===== src/rtl/video_mode_sequencer_if.sv =====
// Signal bundle between the config command source / video PLL blocks and the
// video mode sequencer.
interface video_mode_sequencer_if;
    logic [7:0] data_in;
    logic       reconf_ack;
    logic       pll_locked;
    logic [1:0] mode_sel;
    logic       reconf_req;
    logic [1:0] reconf_mode;
    logic       video_reset;
    logic       blank;
    logic       busy;
    logic       lock_error;

    modport slave (
        input  data_in, reconf_ack, pll_locked,
        output mode_sel, reconf_req, reconf_mode, video_reset, blank, busy, lock_error
    );

    modport master (
        output data_in, reconf_ack, pll_locked,
        input  mode_sel, reconf_req, reconf_mode, video_reset, blank, busy, lock_error
    );
endinterface


===== src/rtl/video_mode_sequencer.sv =====
// Sequences a video mode change: qualify the command, blank and hold timing in
// reset, reconfigure the pixel PLL, wait for lock plus settle, then publish.
`ifndef MODE_VGA
`define MODE_VGA 8'h01
`endif
`ifndef MODE_720p
`define MODE_720p 8'h02
`endif
`ifndef MODE_1080p
`define MODE_1080p 8'h03
`endif

module video_mode_sequencer #(
    parameter int         STABLE_CYCLES = 4,
    parameter int         SETTLE_CYCLES = 16,
    parameter int         LOCK_TIMEOUT  = 1048575,
    parameter logic [1:0] DEFAULT_MODE  = 2'd2
) (
    input logic                    clock,
    input logic                    reset,
    video_mode_sequencer_if.slave  bus
);

    localparam int SW = $clog2(STABLE_CYCLES + 1);
    localparam int CW = 20;

    typedef enum logic [1:0] {
        VM_VGA   = 2'd0,
        VM_720P  = 2'd1,
        VM_1080P = 2'd2
    } video_mode_e;

    typedef enum logic [2:0] {
        S_IDLE,
        S_BLANK,
        S_RECONF,
        S_WAIT_LOCK,
        S_SETTLE
    } state_e;

    // Command qualifier
    logic [7:0]    data_q;
    logic [SW-1:0] stable_cnt_q;
    logic [1:0]    pending_q;
    logic          pending_valid_q;
    logic          cmd_valid;
    logic [1:0]    cmd_idx;
    logic          accept;
    logic          consume;

    // Sequencer
    state_e        state_q, state_d;
    logic [1:0]    target_q, target_d;
    logic [1:0]    mode_sel_q, mode_sel_d;
    logic          lock_error_q, lock_error_d;
    logic [CW-1:0] cnt_q, cnt_d;
    logic          lock_s1_q, lock_s2_q;

    always_comb begin
        cmd_valid = 1'b1;
        cmd_idx   = VM_VGA;
        case (data_q)
            `MODE_VGA:   cmd_idx = VM_VGA;
            `MODE_720p:  cmd_idx = VM_720P;
            `MODE_1080p: cmd_idx = VM_1080P;
            default:     cmd_valid = 1'b0;
        endcase
    end

    // Fires once, on the cycle the held value completes its stability window.
    assign accept = (bus.data_in == data_q) &&
                    (stable_cnt_q == SW'(STABLE_CYCLES - 1)) && cmd_valid;

    // NOTE: sequential state uses non-blocking assignments so every flop
    // samples pre-edge values regardless of statement order.
    always_ff @(posedge clock or posedge reset) begin
        if (reset) begin
            data_q          <= 8'h00;
            stable_cnt_q    <= '0;
            pending_q       <= DEFAULT_MODE;
            pending_valid_q <= 1'b0;
        end else begin
            data_q <= bus.data_in;
            if (bus.data_in != data_q) begin
                stable_cnt_q <= '0;
            end else if (stable_cnt_q != SW'(STABLE_CYCLES)) begin
                stable_cnt_q <= stable_cnt_q + 1'b1;
            end
            if (accept) begin
                pending_q       <= cmd_idx;
                pending_valid_q <= 1'b1;
            end else if (consume) begin
                pending_valid_q <= 1'b0;
            end
        end
    end

    // NOTE: pll_locked comes from another clock domain; two flops before use.
    always_ff @(posedge clock or posedge reset) begin
        if (reset) begin
            lock_s1_q <= 1'b0;
            lock_s2_q <= 1'b0;
        end else begin
            lock_s1_q <= bus.pll_locked;
            lock_s2_q <= lock_s1_q;
        end
    end

    always_ff @(posedge clock or posedge reset) begin
        if (reset) begin
            state_q      <= S_WAIT_LOCK;
            target_q     <= DEFAULT_MODE;
            mode_sel_q   <= DEFAULT_MODE;
            lock_error_q <= 1'b0;
            cnt_q        <= '0;
        end else begin
            state_q      <= state_d;
            target_q     <= target_d;
            mode_sel_q   <= mode_sel_d;
            lock_error_q <= lock_error_d;
            cnt_q        <= cnt_d;
        end
    end

    // NOTE: every output of this block gets a default first, so no path can
    // leave one unassigned and infer a latch.
    always_comb begin
        state_d      = state_q;
        target_d     = target_q;
        mode_sel_d   = mode_sel_q;
        lock_error_d = lock_error_q;
        cnt_d        = cnt_q;
        consume      = 1'b0;

        case (state_q)
            S_IDLE: begin
                if (pending_valid_q) begin
                    consume = 1'b1;
                    if (pending_q != mode_sel_q) begin
                        target_d = pending_q;
                        state_d  = S_BLANK;
                        cnt_d    = '0;
                    end
                end
            end
            S_BLANK: begin
                if (cnt_q == CW'(1)) begin
                    state_d = S_RECONF;
                    cnt_d   = '0;
                end else begin
                    cnt_d = cnt_q + 1'b1;
                end
            end
            S_RECONF: begin
                if (bus.reconf_ack) begin
                    state_d = S_WAIT_LOCK;
                    cnt_d   = '0;
                end
            end
            S_WAIT_LOCK: begin
                if (lock_s2_q) begin
                    state_d = S_SETTLE;
                    cnt_d   = '0;
                end else if (cnt_q == CW'(LOCK_TIMEOUT - 1)) begin
                    // Retry the same target from the blanking step.
                    lock_error_d = 1'b1;
                    state_d      = S_BLANK;
                    cnt_d        = '0;
                end else begin
                    cnt_d = cnt_q + 1'b1;
                end
            end
            S_SETTLE: begin
                if (!lock_s2_q) begin
                    state_d = S_WAIT_LOCK;
                    cnt_d   = '0;
                end else if (cnt_q == CW'(SETTLE_CYCLES - 1)) begin
                    mode_sel_d   = target_q;
                    lock_error_d = 1'b0;
                    state_d      = S_IDLE;
                    cnt_d        = '0;
                end else begin
                    cnt_d = cnt_q + 1'b1;
                end
            end
            default: state_d = S_IDLE;
        endcase
    end

    assign bus.busy        = (state_q != S_IDLE);
    assign bus.blank       = (state_q != S_IDLE);
    assign bus.video_reset = (state_q != S_IDLE);
    assign bus.reconf_req  = (state_q == S_RECONF);
    assign bus.reconf_mode = target_q;
    assign bus.mode_sel    = mode_sel_q;
    assign bus.lock_error  = lock_error_q;

endmodule


===== src/flat_wrapper.sv =====
// flat-port wrapper written by rule: the top's interface ports become plain ports
module video_mode_sequencer_flat 
#(
    parameter int         STABLE_CYCLES = 4,
    parameter int         SETTLE_CYCLES = 16,
    parameter int         LOCK_TIMEOUT  = 1048575,
    parameter logic [1:0] DEFAULT_MODE  = 2'd2
)
  (clock, reset, bus_data_in, bus_reconf_ack, bus_pll_locked, bus_mode_sel, bus_reconf_req, bus_reconf_mode, bus_video_reset, bus_blank, bus_busy, bus_lock_error);
  video_mode_sequencer_if bus_i ();
  input logic clock;
  input logic reset;
  input wire logic [$bits(bus_i.data_in)-1:0] bus_data_in;
  input wire logic [$bits(bus_i.reconf_ack)-1:0] bus_reconf_ack;
  input wire logic [$bits(bus_i.pll_locked)-1:0] bus_pll_locked;
  output wire logic [$bits(bus_i.mode_sel)-1:0] bus_mode_sel;
  output wire logic [$bits(bus_i.reconf_req)-1:0] bus_reconf_req;
  output wire logic [$bits(bus_i.reconf_mode)-1:0] bus_reconf_mode;
  output wire logic [$bits(bus_i.video_reset)-1:0] bus_video_reset;
  output wire logic [$bits(bus_i.blank)-1:0] bus_blank;
  output wire logic [$bits(bus_i.busy)-1:0] bus_busy;
  output wire logic [$bits(bus_i.lock_error)-1:0] bus_lock_error;
  assign bus_i.data_in = bus_data_in;
  assign bus_i.reconf_ack = bus_reconf_ack;
  assign bus_i.pll_locked = bus_pll_locked;
  assign bus_mode_sel = bus_i.mode_sel;
  assign bus_reconf_req = bus_i.reconf_req;
  assign bus_reconf_mode = bus_i.reconf_mode;
  assign bus_video_reset = bus_i.video_reset;
  assign bus_blank = bus_i.blank;
  assign bus_busy = bus_i.busy;
  assign bus_lock_error = bus_i.lock_error;
  video_mode_sequencer #(.STABLE_CYCLES(STABLE_CYCLES), .SETTLE_CYCLES(SETTLE_CYCLES), .LOCK_TIMEOUT(LOCK_TIMEOUT), .DEFAULT_MODE(DEFAULT_MODE)) u_core (.clock(clock), .reset(reset), .bus(bus_i));
endmodule

===== config.mk =====
export PLATFORM = sky130hd
export DESIGN_NAME = video_mode_sequencer_flat
export DESIGN_NICKNAME = d
export VERILOG_FILES = /design/src/rtl/video_mode_sequencer_if.sv /design/src/rtl/video_mode_sequencer.sv /design/src/flat_wrapper.sv
export SDC_FILE = /design/constraint.sdc
export NUM_CORES = 1
export LEC_CHECK = 0
export BUFFER_PORTS_ARGS = -buffer_cell sky130_fd_sc_hd__buf_2
export CORE_UTILIZATION = 59
export DETAILED_ROUTE_END_ITERATION = 10
export HOLD_SLACK_MARGIN = 0.08
export MAX_ROUTING_LAYER = met4
export PLACE_DENSITY = 0.79
export SYNTH_ARGS = -nofsm -noshare
export SYNTH_HDL_FRONTEND = slang
export SYNTH_SLANG_ARGS = --single-unit

===== constraint.sdc =====
create_clock -name clock -period 2.2 [get_ports clock]
set_input_delay 0.11 -clock clock [delete_from_list [all_inputs] [get_ports clock]]
set_output_delay 0.11 -clock clock [all_outputs]
set_load 0.02 [all_outputs]

==> results of run 1 <==
flip-flops by register name, summed over array words and instances (netlist names):
name                    count
u_core.data_q               8
u_core.stable_cnt_q         3
u_core.lock_s1_q            1
u_core.bus.reconf_mode      2
u_core.lock_s2_q            1
u_core.pending_valid_q      1
u_core.pending_q            2
u_core.cnt_q               20
u_core.bus.lock_error       1
u_core.state_q              3
u_core.bus.mode_sel         2
per-layer routing:
layer | track usage, % | part of all wire (%) | vias to the layer above
met4 | 11.96 | 2.6 | 0
li1 | - | - | 962
met1 | 38.23 | 44 | 980
met5 | - | 0 | -
met3 | 6.076 | 4.7 | 17
met2 | 44.77 | 49 | 71
worst reg2reg max path: stages (launching register included):
cell and delay [ns]:
dfstp_2 0.63, nor2b_1 0.23, nand2b_1 0.12, a31oi_2 0.50, nor3_2 0.07, buf_4 0.18
o32ai_1 0.30
layout make-up:
cell class / instances / area share [%]
multi-input combinational: 172 / 42.23
tap: 48 / 2.114
clock buffer: 6 / 2.554
sequential: 44 / 39.01
clock inverter: 2 / 0.4403
inverter: 10 / 1.321
timing repair buffer: 50 / 12.33
through the flow:
stage               hold WS [ns]  instances  util [%]
floorplan                 0.1414        236         -
global placement          0.2182        309     69.04
detailed placement        0.2209        309     69.04
CTS                       0.2001        327     73.95
global route              0.2456        332     75.35
finish                    0.2175        332     75.35
cell families (layout without fill, tap and decap cells):
family | Yosys count | in the layout
simple gates | 91 | 91
xor+xnor | 17 | 17
compound gates | 46 | 46
fa+ha+maj | 6 | 6
buf+inv | 20 | 68
mux | 12 | 12
flops | 44 | 44
where the power goes:
part | switching, mW | internal (mW)
combinational | 0.0341 | 0.0322
clock | 0.282 | 0.222
sequential | 0.0104 | 0.818
total | 0.327 | 1.07
cell usage in the layout, fill, tap and decap left out, types with 6 or more instances in the layout:
master         synthesis  routed
mux2i_1                6       6
nor3_1                 9       9
o21ai_0               10      10
ha_1                   6       6
nor2_1                17      17
dlygate4sd3_1          0      10
buf_2                  5      20
buf_4                  2      20
nor4_1                 9       7
inv_1                 10       9
dfrtp_1               39      38
nand2_1               22      22
nand3_1                6       6
nand4_1                7       7
xnor2_1               15      15
a21oi_1                6       6
mux2_2                 6       6
final timing paths:
kind                                   startpoint                     end  slack, ns  cells past startpoint
worst max-delay path            u_core.state_q[0]         u_core.cnt_q[9]       0.07                      6
worst min-delay path               bus_reconf_ack       u_core.state_q[0]       0.22                      5
worst max register to register  u_core.state_q[0]         u_core.cnt_q[9]       0.07                      6
worst min register to register   u_core.lock_s1_q        u_core.lock_s2_q       0.37                      0
max in group asynchronous                   reset       u_core.state_q[2]       1.32                      4
min in group asynchronous                   reset  u_core.stable_cnt_q[0]       0.48                      4
repair_timing:
action | CTS | global route
setup endpoints to repair | 0 | 16
resized for setup | 0 | 4
hold buffers | 10 | 0
hold endpoints to repair | 48 | 0
buffers inserted | 0 | 5
==> out/metrics.cfg, run 1 <==
[worst_setup_path]
cp.required_ns=2.39
crit_path_end_kind=register
cp_top_family=compound AO/OA/AOI/OAI gates
cp_max_fo=8
path_cells=nor2b_1, nand2b_1, a31oi_2, nor3_2, buf_4, o32ai_1
worst-path-buf-inv=1
crit_type=register to register
start_kind=register
cpMaxStageDelayCell=dfstp_2
cp_slowest_stage_delay_ns=0.63
arrival_ns=2.33

[synth]
postSynthAreaPerCell_um2=10.13
synth_xor_area_share_pct=6.230
synthMuxAreaShare_pct=5.340
ys_ff_latch=44
syn_inst=236
async_flop_share_pct=100.0
ys_top_cells_by_count=dfrtp_1 (39), nand2_1 (22), nor2_1 (17)
synthDominantCellAreaShare_pct=40.84
ys.flop_type=dfrtp_1
syn-num-nets=254
synth_fa_ha_area_share_pct=3.141
yosysSeqAreaShare_pct=46.34
synth-simple-area-share_pct=20.68
synth_most_common_cell=dfrtp_1
synth_area_leaders=dfrtp_1 (41%), dfstp_2 (5.5%), xnor2_1 (5.5%)
synth_area_leader_cell=dfrtp_1
yosys_warnings=0
synth_edf_count=0
synth_compound_area_share_pct=14.24
synth_top_family_by_area=simple AND/OR/NAND/NOR gates
syn_area_um2=2390
yosysUniqueCellTypes=52

[cts]
cts_tree=done
clk_pin_slew_ns=0.08
clk-insertion-delay-late_ns=0.30
ctsHtreeMaxLevel=2
cts-root-buf=clkbuf_8
cts_buffers=5
clock_sinks=44
clockBufferDepth=2

[floorplan]
fp.dieW_um=65.65
rows=22
start_util_pct=63.37
ios=21
dieArea_um2=4309
die_h_um=65.65
coreArea_um2=3771

[timing]
tightest_slew_ns=0.5867
fin_ws_ns=0.06731
maxSlewViolCount=0
fin_skew_ns=0.005369
min_period_ns=2.133
fin_crit_sh_pct=96.94
final_hold_viol_count=0
fmax_mhz=468.9
setup_tns_ns=0
setup_viol=0
relSlewSlack_pct=60.76

[placed_design]
dp_hpwl_mm=3.762
placed_area_um2=2604
gp_congestion=0.8635
numPortBuffers=20
place_ws_ns=0.06818

[drt]
dr_total_vias=2030
drtAntennaViolNets=0
drt_wl_total_mm=5.710
viasPerCell=6.114
route.detailed.drc=0
drt_iter0_drc=214
wl_per_cell_um=17.20
dr.pass1.iters=4

[final_layout]
multi_input_area_um2=1200
diodes=0
seq_area_um2=1109
synthToLayoutAreaGrowth_pct=18.90
drive_gt1_share_pct=24.65
n_fill_cell=254
design_area_um2=2841
nets=301

[run]
maxCapViolCount=0

[power]
p_leak_nw=1.186
power_mw=1.399
p_per_area_nw_per_um2=492.3
ir_worst_vdd_mv=0.4292

[global_routing]
grt_first_pass_wirelength_mm=9.149
antenna_found_initial=0
grt_max_degree=45
grt_overflow=0
grt.total_usage_pct=29.43
grt_pass1_vias=1942

[status]
status=complete, no violations

[worst_hold_path]
worstHoldPathType=input pin to register

(Power assumes the default switching activity.)
==> inputs of run 2 (changes only) <==
--- a/config.mk
+++ b/config.mk
@@ -6,11 +6,10 @@
 export NUM_CORES = 1
 export LEC_CHECK = 0
 export BUFFER_PORTS_ARGS = -buffer_cell sky130_fd_sc_hd__buf_2
-export CORE_UTILIZATION = 59
+export CORE_UTILIZATION = 42
 export DETAILED_ROUTE_END_ITERATION = 10
 export HOLD_SLACK_MARGIN = 0.08
 export MAX_ROUTING_LAYER = met4
-export PLACE_DENSITY = 0.79
 export SYNTH_ARGS = -nofsm -noshare
 export SYNTH_HDL_FRONTEND = slang
 export SYNTH_SLANG_ARGS = --single-unit
==> run 2 against run 1 <==
Compared with the run above: combinational power fell by 4.2%; sequential power barely moved; clock skew rose by 0.0017 ns; final area fell by 0.66%; hold slack improved by 0.035 ns; highest routed layer unchanged.
==> out/metrics.cfg, run 2 (synthesized netlist as in run 1, its figures left out) <==
[status]
status=complete, no violations

[worst_hold_path]
worstHoldPathType=input pin to register

[worst_setup_path]
r2r-end=u_core.cnt_q[7]
crit_type=register to register
path_cells=nor2b_1, nand2b_1, a31oi_2, nor3_2, buf_4, o32ai_1
crit_start=u_core.state_q[0]
cp_slowest_stage_delay_ns=0.63  ; about the same
cp.required_ns=2.40  ; about the same
r2r_cells=6  ; unchanged
crit_path_end_kind=register
arrival_ns=2.24  ; -0.09 ns
start_kind=register
r2r_setup_slack_ns=0.16  ; +0.10 ns
cp-endpoint=u_core.cnt_q[7]
cpMaxStageDelayCell=dfstp_2
cp_max_fo=8  ; unchanged
r2r-start=u_core.state_q[0]

[timing]
maxSlewViolCount=0  ; unchanged
setup_viol=0  ; unchanged
tightest_slew_ns=0.8555  ; +0.2689 ns
fmax_mhz=491.1  ; +4.7%
min_period_ns=2.036  ; -0.09656 ns
fin_crit_sh_pct=92.55  ; -4.4 points
fin_ws_ns=0.1639  ; +0.09656 ns
setup_tns_ns=0  ; unchanged
relSlewSlack_pct=42.88  ; -18 points
fin_skew_ns=0.007023  ; +0.001654 ns
rsz0062_at_grt=no
final_hold_viol_count=0  ; unchanged

[global_routing]
antenna_found_initial=0  ; unchanged
grt_first_pass_wirelength_mm=9.183  ; +0.37%
grt_max_degree=42  ; -6.7%
grt_pass1_vias=1920  ; -1.1%
grt.total_usage_pct=19.87  ; -9.6 points
grt_overflow=0  ; unchanged

[final_layout]
top_regs=u_core.cnt_q: 20 flops, u_core.data_q: 8 flops
synthToLayoutAreaGrowth_pct=18.12
nets=294  ; -2.3%
diodes=0  ; unchanged
layout.cells.most_common_list=dfrtp_1 (39), nand2_1 (22), buf_2 (20)
design_area_um2=2823  ; -0.66%
layout_commonest_cell=dfrtp_1
largest_reg_flops=20  ; unchanged
n_fill_cell=514  ; +100%
largest-register=u_core.cnt_q
postLayoutCoreUtil_pct=51.26  ; -24 points
drive_gt1_share_pct=22.38  ; -2.3 points

[floorplan]
coreArea_um2=5507  ; +46%
start_util_pct=43.40  ; -20 points
die_h_um=77.43  ; +18%
rows=27  ; +23%
ios=21  ; unchanged
dieArea_um2=5995  ; +39%
fp.dieW_um=77.43  ; +18%

[drt]
dr_total_vias=1952  ; -3.8%
drt_iter0_drc=181  ; -15%
drt_wl_total_mm=5.335  ; -6.6%
wl_per_cell_um=15.29  ; -11%
drtAntennaViolNets=0  ; unchanged
viasPerCell=5.593  ; -8.5%
dr.pass1.iters=4  ; unchanged
route.detailed.drc=0  ; unchanged

[power]
p_sw_share_pct=24.03  ; +0.68 points
p_per_area_nw_per_um2=501.4  ; +1.9%
comb_power_share_pct=4.5  ; -0.2 points
seq_power_share_pct=58.5  ; -0.7 points
ir_worst_vdd_mv=0.3289  ; -23%
clkPwrFrac_pct=37.0  ; +1.0 points
switching_power_mw=0.3401  ; +4.2%
internal_power_mw=1.075  ; +0.28%
p_leak_nw=1.154  ; -2.7%

[placed_design]
numPortBuffers=20  ; unchanged
dp_hpwl_mm=3.760  ; about the same
place_ws_ns=0.1679  ; +0.09976 ns
placed_area_um2=2619  ; +0.58%
gp_congestion=0.8228  ; -4.7%

[cts]
cts_buffers=5  ; unchanged
cts_setup_buffers=0  ; unchanged
cts-root-buf=clkbuf_8
cts_tree=done
ctsHtreeMaxLevel=2  ; unchanged
clk-insertion-delay-late_ns=0.30  ; about the same
clock_sinks=44  ; unchanged
clockBufferDepth=2  ; unchanged
clk_pin_slew_ns=0.09  ; about the same

[run]
maxCapViolCount=0  ; unchanged

run 2: cell count changes in the layout (fill, tap and decap cells not counted), sizes merged:
cell / before / now
inv: 9 / 10
buf: 40 / 33
clkinv: 2 / 1
clkinvlp: 1 / 2
clkbuf: 6 / 5
run 2: critical path, delay by kind of cell (launching register included):
family                 cells  cell delay, ns
DFF                        1            0.63
AOI/OAI and AO/OA          2            0.72
and+or+nand+nor            3            0.40
buffers and inverters      1            0.18
run 2: final cells by class:
type	instances	area, um2	share of cell area, %
Sequential cell	44	1107	39.23
Tap cell	72	90.09	3.191
Clock buffer	5	68.82	2.438
Multi-Input combinational cell	172	1197	42.42
Clock inverter	3	23.77	0.8422
Inverter	10	37.54	1.330
Timing Repair Buffer	43	297.8	10.55
run 2: how the worst min path moves through the flow:
| stage | startpoint | endpoint | slack (ns) | cells after the start |
|---|---|---|---|---|
| finish | bus_reconf_ack | u_core.state_q[0] | 0.25 | 5 |
| global route | bus_reconf_ack | u_core.state_q[0] | 0.28 | 5 |
| CTS | bus_reconf_ack | u_core.state_q[0] | 0.26 | 5 |
| detailed placement | bus_pll_locked | u_core.lock_s1_q | 0.22 | 1 |
| global placement | bus_pll_locked | u_core.lock_s1_q | 0.22 | 1 |
| floorplan | bus_data_in[0] | u_core.data_q[0] | 0.14 | 0 |
run 2: power by group through the flow:
stage	clock, mW	sequential, mW	combinational, mW
2_1_floorplan	0	0.841	0.0291
3_3_place_gp	0	0.843	0.0509
3_5_place_dp	0	0.843	0.0517
4_1_cts	0.537	0.828	0.0651
5_1_grt	0.564	0.829	0.0715
6_report	0.524	0.828	0.0635
run 2: per-stage QoR:
stage | cells | power, mW | hold slack [ns]
finish | 349 | 1.415 | 0.2529
global route | 349 | 1.465 | 0.2788
CTS | 349 | 1.430 | 0.2583
detailed placement | 331 | 0.8950 | 0.2193
global placement | 331 | 0.8939 | 0.2194
floorplan | 236 | 0.8698 | 0.1414
run 2: routing by layer:
| layer | wire length (um) | part of all wire [%] | up-vias | global-route usage (%) |
|---|---|---|---|---|
| li1 | - | - | 950 | - |
| met1 | 2649 | 50 | 967 | 26.79 |
| met2 | 2513 | 47 | 31 | 31.24 |
| met3 | 140 | 2.6 | 4 | 3.412 |
| met4 | 31 | 0.58 | 0 | 4.717 |
| met5 | 0 | 0 | - | - |
run 2: what timing repair did:
action / 4_1_cts / 5_1_grt
endpoints found under the hold margin: 48 / 0
hold buffers: 10 / 0
gates resized for setup: 0 / 2
endpoints found under the setup margin: 0 / 1
==> inputs of run 3 (changes only) <==
--- a/config.mk
+++ b/config.mk
@@ -5,6 +5,7 @@
 export SDC_FILE = /design/constraint.sdc
 export NUM_CORES = 1
 export LEC_CHECK = 0
+export ABC_AREA = 1
 export BUFFER_PORTS_ARGS = -buffer_cell sky130_fd_sc_hd__buf_2
 export CORE_UTILIZATION = 42
 export DETAILED_ROUTE_END_ITERATION = 10
==> run 3 against run 2 <==
Compared with the run above: the flow now finishes with violations (DRC); maximum frequency grew 14%; register-to-register slack gained 0.25 ns; final cell count grew 40%; largest cell class unchanged.
==> out/metrics.cfg, run 3 <==
[worst_setup_path]
crit_path_end_kind=register
start_kind=register
cpMaxStageDelayCell=dfrtp_1
crit_type=register to register
arrival_ns=1.98  ; -0.26 ns
cp_slowest_stage_delay_ns=0.45  ; -0.18 ns
crit_path_frequent_cell=nand3_4
r2r-start=u_core.cnt_q[0]
cp.required_ns=2.39  ; about the same
cp_max_fo=15  ; +7
cp_top_family=simple AND/OR/NAND/NOR gates
worst-path-buf-inv=0  ; -1
r2r_setup_slack_ns=0.41  ; +0.25 ns
r2r-end=u_core.cnt_q[18]
path_cells=ha_1, nand3_2, nor2_4, nand3_4, nand2_4, nand3_4, nor2_8, nor2_1
r2r_cells=8  ; +2

[status]
status=finished, violations left
violations=DRC

[synth]
yosysUniqueCellTypes=34  ; -35%
synthMuxAreaShare_pct=0  ; -5.3 points
ys_top_cells_by_count=nand2_1 (101), inv_1 (50), dfrtp_1 (39)
synth_edf_count=0  ; unchanged
syn_area_um2=2823  ; +18%
syn_inst=377  ; +60%
synth_fa_ha_area_share_pct=2.660  ; -0.48 points
async_flop_share_pct=100.0  ; unchanged
yosys_warnings=0  ; unchanged
postSynthAreaPerCell_um2=7.487  ; -26%
synth_top_family_by_area=simple AND/OR/NAND/NOR gates
yosysSeqAreaShare_pct=39.23  ; -7.1 points
syn-num-nets=395  ; +56%
synthDominantCellAreaShare_pct=34.57  ; -6.3 points
synth_area_leader_cell=dfrtp_1
synth_most_common_cell=nand2_1
synth_xor_area_share_pct=3.413  ; -2.8 points
ys_ff_latch=44  ; unchanged
synth_compound_area_share_pct=3.191  ; -11 points
synth-simple-area-share_pct=41.67  ; +21 points
synth_area_leaders=dfrtp_1 (35%), nand2_1 (13%), inv_1 (6.6%)
ys.flop_type=dfrtp_1

[timing]
rsz0062_at_grt=no
tightest_slew_ns=0.5164  ; -0.3391 ns
fmax_mhz=559.5  ; +14%
final_hold_viol_count=0  ; unchanged
fin_ws_ns=0.4127  ; +0.2488 ns
setup_tns_ns=0  ; unchanged
relSlewSlack_pct=65.36  ; +22 points
fin_skew_ns=0.009617  ; +0.002594 ns
maxSlewViolCount=0  ; unchanged
min_period_ns=1.787  ; -0.2488 ns
setup_viol=0  ; unchanged
fin_crit_sh_pct=81.24  ; -11 points

[cts]
clock_sinks=44  ; unchanged
cts_buffers=5  ; unchanged
cts-hold-fix-buffers=10  ; unchanged
cts_setup_buffers=0  ; unchanged
clockBufferDepth=2  ; unchanged
cts_resized=0  ; unchanged
cts-root-buf=clkbuf_8
ctsHtreeMaxLevel=2  ; unchanged
clk_pin_slew_ns=0.09  ; about the same
cts_tree=done
clk-insertion-delay-late_ns=0.31  ; about the same

[drt]
drt_iter0_drc=126  ; -30%
drtAntennaViolNets=0  ; unchanged
dr.pass1.iters=7  ; +3
dr_total_vias=2390  ; +22%
viasPerCell=4.898  ; -12%
wl_per_cell_um=11.92  ; -22%
drt_wl_total_mm=5.816  ; +9.0%
route.detailed.drc=2  ; +2

[power]
switching_power_mw=0.3488  ; +2.5%
ir_worst_vdd_mv=0.3752  ; +14%
internal_power_mw=1.192  ; +11%
p_leak_nw=1.581  ; +37%
clkPwrFrac_pct=42.0  ; +5.0 points
p_per_area_nw_per_um2=482.7  ; -3.7%
p_sw_share_pct=22.63  ; -1.4 points
seq_power_share_pct=53.6  ; -4.9 points
comb_power_share_pct=4.5  ; about the same

[floorplan]
start_util_pct=43.95  ; +0.55 points
fp.dieW_um=83.98  ; +8.5%
die_h_um=83.98  ; +8.5%
dieArea_um2=7053  ; +18%
coreArea_um2=6422  ; +17%
ios=21  ; unchanged
rows=29  ; +7.4%

[worst_hold_path]
hold_start=bus_reconf_ack
holdPathStages=7  ; +2
worstHoldPathType=input pin to register
worstHoldEndpoint=u_core.state_q[0]

[placed_design]
placed_area_um2=2978  ; +14%
dp_hpwl_mm=4.445  ; +18%
numPortBuffers=20  ; unchanged
place_ws_ns=0.3918  ; +0.2239 ns
gp_congestion=0.8199  ; -0.35%

[global_routing]
grt_pass1_vias=2308  ; +20%
grt_first_pass_wirelength_mm=10.23  ; +11%
grt.total_usage_pct=18.75  ; -1.1 points
antenna_found_initial=0  ; unchanged
grt_max_degree=27  ; -36%
grt_overflow=0  ; unchanged

[final_layout]
diodes=0  ; unchanged
layout_commonest_cell=nand2_1
nets=428  ; +46%
largest_reg_flops=20  ; unchanged
drive_gt1_share_pct=19.46  ; -2.9 points
synthToLayoutAreaGrowth_pct=13.12
n_fill_cell=636  ; +24%
top_regs=u_core.cnt_q: 20 flops, u_core.data_q: 8 flops
largest-register=u_core.cnt_q
design_area_um2=3193  ; +13%
layout.cells.most_common_list=nand2_1 (101), inv_1 (49), dfrtp_1 (39)

[run]
maxCapViolCount=0  ; unchanged

==> run 3: cells by family (layout without fill, tap and decap cells) <==
kind of cell               count (synthesis)  count (layout)
xor gates and xnor gates                  11              11
and+or+nand+nor                          236             236
DFF                                       44              44
adders and majority gates                  6               6
AOI/OAI and AO/OA                         16              16
buffers and inverters                     64              98
==> run 3: worst max path at each step <==
stage	end	cells past startpoint	from
3_5_place_dp	u_core.cnt_q[18]	8	u_core.cnt_q[0]
5_1_grt	u_core.cnt_q[18]	8	u_core.cnt_q[0]
3_3_place_gp	u_core.cnt_q[18]	7	u_core.state_q[0]
4_1_cts	u_core.cnt_q[18]	8	u_core.cnt_q[0]
6_report	u_core.cnt_q[18]	8	u_core.cnt_q[0]
2_1_floorplan	u_core.cnt_q[14]	8	u_core.state_q[1]
==> run 3: stage by stage <==
step	instances	hold WS, ns	total power [mW]	util, %
floorplan	377	0.1414	0.8728	-
global placement	470	0.1414	0.8970	46.37
detailed placement	470	0.1489	0.8985	46.37
CTS	488	0.2937	1.557	49.72
global route	488	0.3214	1.597	49.72
finish	488	0.2993	1.541	49.72
==> run 3: worst min-delay path, cell delays in order <==
cell	delay, ns
buf_2	0.10
inv_1	0.09
nand2_4	0.07
inv_1	0.05
nor2_1	0.06
nand3_1	0.08
nand2_1	0.05
==> run 3: power by group through the flow <==
stage	sequential (mW)	combinational, mW	clock (mW)
2_1_floorplan	0.838	0.0349	0
3_3_place_gp	0.841	0.0558	0
3_5_place_dp	0.841	0.0571	0
4_1_cts	0.826	0.0704	0.661
5_1_grt	0.827	0.0776	0.692
6_report	0.826	0.0691	0.647
==> run 3: area by class of cell <==
cell class                 count  area [um2]  share of cell area (%)
timing repair buffer          33       222.7                   6.975
tap                           77       96.34                   3.017
multi-input combinational    269        1438                   45.02
clock buffer                   5       68.82                   2.155
sequential                    44        1107                   34.68
inverter                      57       214.0                   6.701
clock inverter                 3       46.29                   1.450
==> run 3: per-layer routing <==
layer | routed length [um] | global-route usage, % | vias up
met2 | 2708 | 31.30 | 29
met5 | 0 | - | -
met3 | 152 | 2.967 | 7
met1 | 2875 | 23.39 | 1101
li1 | - | - | 1253
met4 | 80 | 5.799 | 0
